===== src/rtl/program_ram_loader.sv =====
// Writable program store with a byte-stream loader.
// A host streams bytes in over a valid/ready handshake. Byte pairs are packed
// high byte first into instructions and written to addresses 0 .. DEPTH-1.
// The core reads instructions combinationally and must wait while cpu_hold is high.
//
// state | meaning
// ------+------------------------------------------------------------
// IDLE  | no load active; memory is stable for the core
// HI    | waiting for the high byte of the current word
// LO    | waiting for the low byte of the current word
// WR    | writing {hi, lo} to mem[ptr]; no byte is accepted in this cycle
// DONE  | every word has been written; load_done is high
module program_ram_loader #(
    parameter int ADDR_W = 4,
    parameter int WORD_W = 16
) (
    input  logic              clk,
    input  logic              rst,
    input  logic              load_start,
    input  logic              load_abort,
    input  logic              byte_valid,
    input  logic [7:0]        byte_data,
    output logic              byte_ready,
    input  logic [ADDR_W-1:0] address,
    output logic [WORD_W-1:0] instruction,
    output logic              cpu_hold,
    output logic              load_done,
    output logic [ADDR_W:0]   word_count
);

    localparam int DEPTH = 1 << ADDR_W;
    localparam logic [ADDR_W-1:0] LAST_ADDR = ADDR_W'(DEPTH - 1);

    typedef enum logic [2:0] {
        S_IDLE,
        S_HI,
        S_LO,
        S_WR,
        S_DONE
    } state_t;

    state_t            state_q, state_d;
    logic [ADDR_W-1:0] ptr_q, ptr_d;
    logic [ADDR_W:0]   count_q, count_d;
    logic [7:0]        hi_q, hi_d;
    logic [7:0]        lo_q, lo_d;
    logic              wr_en;

    // Memory is not touched by reset; it starts as zeros at power-up.
    logic [WORD_W-1:0] mem_q [DEPTH] = '{default: '0};

    // Next-state logic; abort overrides every other input in every state.
    always_comb begin
        state_d = state_q;
        ptr_d   = ptr_q;
        count_d = count_q;
        hi_d    = hi_q;
        lo_d    = lo_q;
        wr_en   = 1'b0;
        if (load_abort) begin
            state_d = S_IDLE;
        end else begin
            case (state_q)
                S_IDLE, S_DONE: begin
                    if (load_start) begin
                        state_d = S_HI;
                        ptr_d   = '0;
                        count_d = '0;
                    end
                end
                S_HI: begin
                    if (byte_valid) begin
                        hi_d    = byte_data;
                        state_d = S_LO;
                    end
                end
                S_LO: begin
                    if (byte_valid) begin
                        lo_d    = byte_data;
                        state_d = S_WR;
                    end
                end
                S_WR: begin
                    wr_en   = 1'b1;
                    count_d = count_q + (ADDR_W + 1)'(1);
                    if (ptr_q == LAST_ADDR) begin
                        state_d = S_DONE;
                    end else begin
                        ptr_d   = ptr_q + ADDR_W'(1);
                        state_d = S_HI;
                    end
                end
                default: state_d = S_IDLE;
            endcase
        end
    end

    // Control registers with synchronous reset.
    always_ff @(posedge clk) begin
        if (rst) begin
            state_q <= S_IDLE;
            ptr_q   <= '0;
            count_q <= '0;
            hi_q    <= '0;
            lo_q    <= '0;
        end else begin
            state_q <= state_d;
            ptr_q   <= ptr_d;
            count_q <= count_d;
            hi_q    <= hi_d;
            lo_q    <= lo_d;
        end
    end

    // Word write at the end of the WR cycle; a reset in that cycle suppresses it.
    always_ff @(posedge clk) begin
        if (wr_en && !rst) begin
            mem_q[ptr_q] <= {hi_q, lo_q};
        end
    end

    assign byte_ready  = (state_q == S_HI) || (state_q == S_LO);
    assign cpu_hold    = (state_q == S_HI) || (state_q == S_LO) || (state_q == S_WR);
    assign load_done   = (state_q == S_DONE);
    assign word_count  = count_q;
    assign instruction = mem_q[address];

endmodule


===== config.mk =====
export PLATFORM = sky130hd
export DESIGN_NAME = program_ram_loader
export DESIGN_NICKNAME = d
export VERILOG_FILES = /design/src/rtl/program_ram_loader.sv
export SDC_FILE = /design/constraint.sdc
export NUM_CORES = 1
export LEC_CHECK = 0
export CAP_MARGIN = 20
export CORE_MARGIN = 4
export CORE_UTILIZATION = 30
export CTS_CLUSTER_DIAMETER = 120
export DETAILED_ROUTE_END_ITERATION = 10
export GPL_TIMING_DRIVEN = 1
export PLACE_DENSITY = 0.44
export SLEW_MARGIN = 0
export SYNTH_ARGS = -nofsm -noshare
export SYNTH_HDL_FRONTEND = slang
export SYNTH_SLANG_ARGS = --single-unit

===== constraint.sdc =====
create_clock -name clk -period 7.25 [get_ports clk]
set_input_delay 1.0875 -clock clk [delete_from_list [all_inputs] [get_ports clk]]
set_output_delay 1.0875 -clock clk [all_outputs]
set_load 0.02 [all_outputs]

==> results.tsv, run 1 <==
stage	metric	value	unit
status	status	completed	
place	numPortBuffers	40	
worst_setup_path	ff2ff_path_depth	5	
min_path	hp-class	flip-flop to flip-flop	
clock_tree	cts.clk_slew.worst_paths	0.06	ns
place	hpwl	14300	um
run	cap_violations	0	
power_and_ir_drop	power_switching	0.000699	W
sta	min_period	4.86	ns
logic_synthesis	netlist_instances	559	
logic_synthesis	synthDistinctLibCells	39	
sta	tightest_slew	1.01	ns
clock_tree	cts_sinks	284	
route	drc	0	
clock_tree	ctsHoldBuffers	0	
logic_synthesis	synthAdderAreaFrac	0.566	%
final_layout	final_common_cell	edfxtp_1	
floorplan	die_width	200	um
sta	fmax	206	MHz
floorplan	fp-row-count	70	
floorplan	coreArea	0.0364	mm2
logic_synthesis	synthTopCellsByArea	edfxtp_1, mux4_2, dfxtp_1	
sta	finalSetupViolations	0	
sta	setup_tns	0	ns
min_path	hold_depth	1	
floorplan	initial_utilization	30.3	%
sta	drv_slew	0	
global_routing	antenna_found_initial	1	
power_and_ir_drop	power_frac_comb	3.7	%
clock_tree	cts_resized	0	
logic_synthesis	yosysTopAreaCell	edfxtp_1	
global_routing	track_usage	13.2	%
logic_synthesis	synth_compound_area_share	3.76	%
logic_synthesis	synth_top_family_by_area	multiplexers	
power_and_ir_drop	internal_power	0.00285	W
floorplan	die_h	200	um
route	drt_iter0_markers	405	
logic_synthesis	synth_top_flop_cell	edfxtp_1	
route	wl_per_cell	23.7	um
sta	hold_violations	0	
final_layout	area_delta_synth_final	19.3	%
clock_tree	cts_max_level	1	
clock_tree	clock_latency	0.54	ns
place	gp_congestion	0.730	
floorplan	die_area	0.0400	mm2
route	num_vias	5488	
logic_synthesis	synth_fp_nets	581	
sta	fin_crit_sh	67.0	%
worst_setup_path	start_kind	input pin	
global_routing	grt_max_degree	50	
sta	relSlewSlack	32.4	%
clock_tree	cts_root_buf	clkbuf_16	
worst_setup_path	worst-path-max-fanout	49	
logic_synthesis	syn_area	0.0111	mm2
logic_synthesis	synth_edf_count	256	
logic_synthesis	ys.warnings.count	0	
worst_setup_path	crit_arrival	3.77	ns
floorplan	ios	41	
logic_synthesis	syn_area_per_cell	19.8	um2
route	ant_nets	0	
final_layout	nets	639	
global_routing	grt_pass1_wl	38700	um
clock_tree	cts_buffers	31	
route	via_per_inst	4.95	
route	drt_pre_antenna_iters	4	
route	routed_wl	26300	um
final_layout	mostFrequentLayoutCells	edfxtp_1, mux4_2, clkdlybuf4s50_1	
power_and_ir_drop	p_sw_share	19.7	%
final_layout	diodes	0	
logic_synthesis	synth-simple-area-share	3.91	%
final_layout	drive_above_1_share	21.5	%
logic_synthesis	yosys.area.top_type_share	69.6	%
sta	grt_setup_unrepaired	no	
clock_tree	cts_tree	yes	
power_and_ir_drop	seq_power_share	49.8	%
clock_tree	cts_buffer_depth	3	
logic_synthesis	seq_area_frac_synth	74.6	%
logic_synthesis	ys_ff_latch	284	
power_and_ir_drop	clockPowerShare	46.5	%
power_and_ir_drop	vdd_drop_max	0.158	mV
power_and_ir_drop	powerDensity	269	mW/mm2
power_and_ir_drop	power	0.00355	W
worst_setup_path	end_kind	output port	
logic_synthesis	synth_xor_area_share	0.0793	%
global_routing	overflow	0	
logic_synthesis	synth.area.mux_share	15.3	%
sta	fin_worst_skew	0.0132	ns
worst_setup_path	crit_type	input pin to output port	
global_routing	grt_pass1_vias	5782	
power_and_ir_drop	p_leak	4.29	nW
clock_tree	postCtsSetupRepairBufs	0	
worst_setup_path	cp.required	6.16	ns
logic_synthesis	async_reset_ff_share	0	%
## stage by stage
stage	util [%]	cells	hold WS [ns]	worst slack (ns)	area [um2]
floorplan	-	559	0.496	3.91	11100
global placement	33.1	1050	0.464	2.26	12100
detailed placement	33.1	1050	0.471	2.27	12100
CTS	36.1	1107	0.485	2.27	13200
global route	36.2	1109	0.511	2.14	13200
finish	36.2	1109	0.481	2.39	13200
## registers in the layout, summed over array words and instances (netlist names)
| signal | cells |
|---|---|
| state_q | 3 |
| word_count | 5 |
| lo_q | 8 |
| hi_q | 8 |
| mem_q | 256 |
| ptr_q | 4 |
## power groups by stage
stage / Sequential (W) / Combinational, W / Clock, W
after floorplan: 0.00180 / 0.0000827 / 0
after global placement: 0.00180 / 0.000134 / 0
after detailed placement: 0.00180 / 0.000134 / 0
after CTS: 0.00177 / 0.000134 / 0.00169
after global routing: 0.00177 / 0.000142 / 0.00176
final: 0.00177 / 0.000132 / 0.00165
## cell usage after synthesis, types with 2 or more instances
library cell  instances
a21oi_1               5
nor2b_1               3
nor3_1                7
nand3b_1              3
o21ai_0               5
buf_2                 8
mux4_1               21
a22oi_1              33
buf_6                 4
nand3_1               3
edfxtp_1            256
buf_1                 2
nor2_1               40
clkbuf_1             15
nand2_1              23
mux2i_1              17
a211oi_1              2
mux4_2               43
buf_4                 4
inv_1                 4
and2_1                2
a31oi_1               5
dfxtp_1              28
nand2b_1              6
ha_1                  5
a41oi_1               2
## cell type report
| cell class | count | area, um2 |
|---|---|---|
| flip-flops and latches | 284 | 8250 |
| inverters | 4 | 15.0 |
| fillers | 3343 | 23300 |
| well taps | 468 | 586 |
| clock buffers | 37 | 828 |
| clock inverters | 20 | 256 |
| multi-input cells | 238 | 2710 |
| repair buffers | 58 | 536 |
## logic make-up after synthesis
family | after synthesis
AOI/OAI and AO/OA | 57
xor gates and xnor gates | 1
adders and majority gates | 5
buffers and inverters | 37
DFF | 284
muxes | 81
and+or+nand+nor | 94
## worst paths after layout
| kind | startpoint | slack (ns) | endpoint |
|---|---|---|---|
| setup reg to reg | state_q[0] | 4.60 | mem_q[8][14] |
| hold reg to reg | word_count[4] | 0.48 | word_count[4] |
| setup / recovery | address[0] | 2.39 | instruction[4] |
| hold / removal | word_count[4] | 0.48 | word_count[4] |
## critical path: stages
cell             delay [ns]
buf_4                  0.71
buf_4                  0.45
mux4_2                 0.55
a22oi_1                0.24
nand2_1                0.13
clkdlybuf4s50_1        0.56
## routing by layer
metal  vias to the layer above  global-route usage (%)  part of all wire, %
li1                       2415                       -                    -
met1                      2910                    19.2                   46
met2                       130                    21.3                   48
met3                        33                    2.10                  4.6
met4                         0                    2.54                  1.4
met5                         -                       0                    0
(Power assumes the default switching activity.)
==> run 2: changes to the inputs <==
--- a/config.mk
+++ b/config.mk
@@ -11,7 +11,7 @@
 export CTS_CLUSTER_DIAMETER = 120
 export DETAILED_ROUTE_END_ITERATION = 10
 export GPL_TIMING_DRIVEN = 1
-export PLACE_DENSITY = 0.44
+export PLACE_DENSITY = 0.46
 export SLEW_MARGIN = 0
 export SYNTH_ARGS = -nofsm -noshare
 export SYNTH_HDL_FRONTEND = slang
==> constraint.sdc (replaced) <==
create_clock -name clk -period 4 [get_ports clk]
set_input_delay 0.6 -clock clk [delete_from_list [all_inputs] [get_ports clk]]
set_output_delay 0.6 -clock clk [all_outputs]
set_load 0.02 [all_outputs]
==> run 2 against run 1 <==
Compared with the run above: worst hold slack gained 0.011 ns; sequential cell count is the same; first-iteration DRC count shrank 10%; worst setup slack lost 1.8 ns; global-route usage grew 0.54 points; via count grew 3.2%; combinational power grew 83%; power grew 76%; design area is essentially flat.
==> results.tsv, run 2 (same netlist as run 1, synthesis figures left out) <==
stage	metric	value	unit
status	status	completed	
final_layout	area_delta_synth_final	19.3	%
final_layout	largest_register_ffs	256	
sta	hold_violations	0	
clock_tree	cts_buffers	31	
clock_tree	cts_buffer_depth	3	
sta	fmax	296	MHz
sta	holdWs	0.492	ns
power_and_ir_drop	internal_power	0.00497	W
global_routing	overflow	0	
clock_tree	cts.clk_slew.worst_paths	0.06	ns
clock_tree	postCtsSetupRepairBufs	0	
worst_setup_path	start_kind	input pin	
clock_tree	cts_root_buf	clkbuf_16	
power_and_ir_drop	powerDensity	473	mW/mm2
worst_setup_path	worst-path-max-fanout	28	
clock_tree	cts_max_level	1	
sta	worst_slack	0.627	ns
sta	min_period	3.37	ns
sta	finalSetupViolations	0	
power_and_ir_drop	clockPowerShare	44.8	%
route	drc	0	
route	ant_nets	0	
place	hpwl	15000	um
route	drt_pre_antenna_iters	5	
power_and_ir_drop	power_switching	0.00127	W
floorplan	initial_utilization	30.3	%
final_layout	diodes	0	
min_path	min_from	word_count[4]	
sta	fin_worst_skew	0.0125	ns
run	cap_violations	0	
final_layout	reg.largest.list	mem_q (256), hi_q (8), lo_q (8)	
power_and_ir_drop	power	0.00624	W
min_path	hp-class	flip-flop to flip-flop	
floorplan	coreArea	0.0364	mm2
sta	setup_tns	0	ns
route	drt_iter0_markers	363	
final_layout	mostFrequentLayoutCells	edfxtp_1, mux4_2, clkdlybuf4s50_1	
global_routing	grt_pass1_vias	5971	
global_routing	track_usage	13.8	%
worst_setup_path	ff2ff_path_depth	5	
place	place_ws	0.560	ns
clock_tree	clock_latency	0.56	ns
power_and_ir_drop	vdd_drop_max	0.335	mV
clock_tree	ctsHoldBuffers	0	
worst_setup_path	rr_endpoint	mem_q[6][6]	
worst_setup_path	r2r_start	state_q[0]	
worst_setup_path	r2r_setup_slack	1.41	ns
sta	tightest_slew	0.691	ns
sta	relSlewSlack	54.0	%
sta	drv_slew	0	
clock_tree	cts_resized	0	
route	routed_wl	27300	um
final_layout	nets	649	
worst_setup_path	cp.required	3.40	ns
route	via_per_inst	5.06	
power_and_ir_drop	power_frac_comb	3.9	%
floorplan	die_h	200	um
place	numPortBuffers	40	
sta	grt_setup_unrepaired	no	
floorplan	ios	41	
route	num_vias	5663	
power_and_ir_drop	p_leak	4.28	nW
sta	fin_crit_sh	84.3	%
final_layout	regMostFlops	mem_q	
worst_setup_path	end_kind	output port	
worst_setup_path	crit_type	input pin to output port	
final_layout	final_common_cell	edfxtp_1	
floorplan	die_width	200	um
power_and_ir_drop	p_sw_share	20.4	%
clock_tree	cts_sinks	284	
worst_setup_path	crit_end	instruction[1]	
global_routing	grt_max_degree	65	
power_and_ir_drop	seq_power_share	51.3	%
worst_setup_path	critPathLaunch	address[0]	
clock_tree	cts_tree	yes	
global_routing	antenna_found_initial	0	
route	wl_per_cell	24.3	um
final_layout	drive_above_1_share	21.9	%
floorplan	fp-row-count	70	
place	gp_congestion	0.732	
worst_setup_path	crit_arrival	2.77	ns
global_routing	grt_pass1_wl	40100	um
floorplan	die_area	0.0400	mm2
run 2: worst min-delay path by stage:
stage | end | depth (start not counted)
floorplan | ptr_q[0] | 2
CTS | word_count[4] | 1
finish | word_count[4] | 1
global route | word_count[4] | 1
global placement | word_count[4] | 1
detailed placement | word_count[4] | 1
run 2: layer usage:
layer / vias to the layer above / wire length (um) / global-route usage [%]
li1: 2448 / - / -
met1: 3020 / 12300 / 19.6
met2: 148 / 13000 / 22.4
met3: 47 / 1290 / 2.30
met4: 0 / 579 / 3.12
met5: - / 0 / 0
run 2: metrics by stage:
step | utilization (%) | area, um2 | instances
final | 36.2 | 13200 | 1120
after global routing | 36.2 | 13200 | 1120
after CTS | 36.2 | 13200 | 1120
after detailed placement | 33.4 | 12200 | 1062
after global placement | 33.4 | 12200 | 1062
after floorplan | - | 11100 | 559
run 2: final cells by class:
type,count,area [um2]
inverter,4,15.0
tap,468,586
clock buffer,45,878
fill,3354,23300
clock inverter,13,144
sequential,284,8250
multi-input combinational,238,2670
timing repair buffer,68,641
run 2: power groups by stage:
stage | Combinational, W | Sequential (W) | Clock, W
after floorplan | 0.000147 | 0.00326 | 0
after global placement | 0.000245 | 0.00326 | 0
after detailed placement | 0.000248 | 0.00326 | 0
after CTS | 0.000249 | 0.00320 | 0.00287
after global routing | 0.000260 | 0.00320 | 0.00302
final | 0.000242 | 0.00320 | 0.00279
run 2: critical path, stage by stage:
cell and delay, ns:
buf_4 0.31, buf_12 0.30, mux4_2 0.55, a22oi_1 0.33, nand2_1 0.11, clkdlybuf4s50_1 0.55
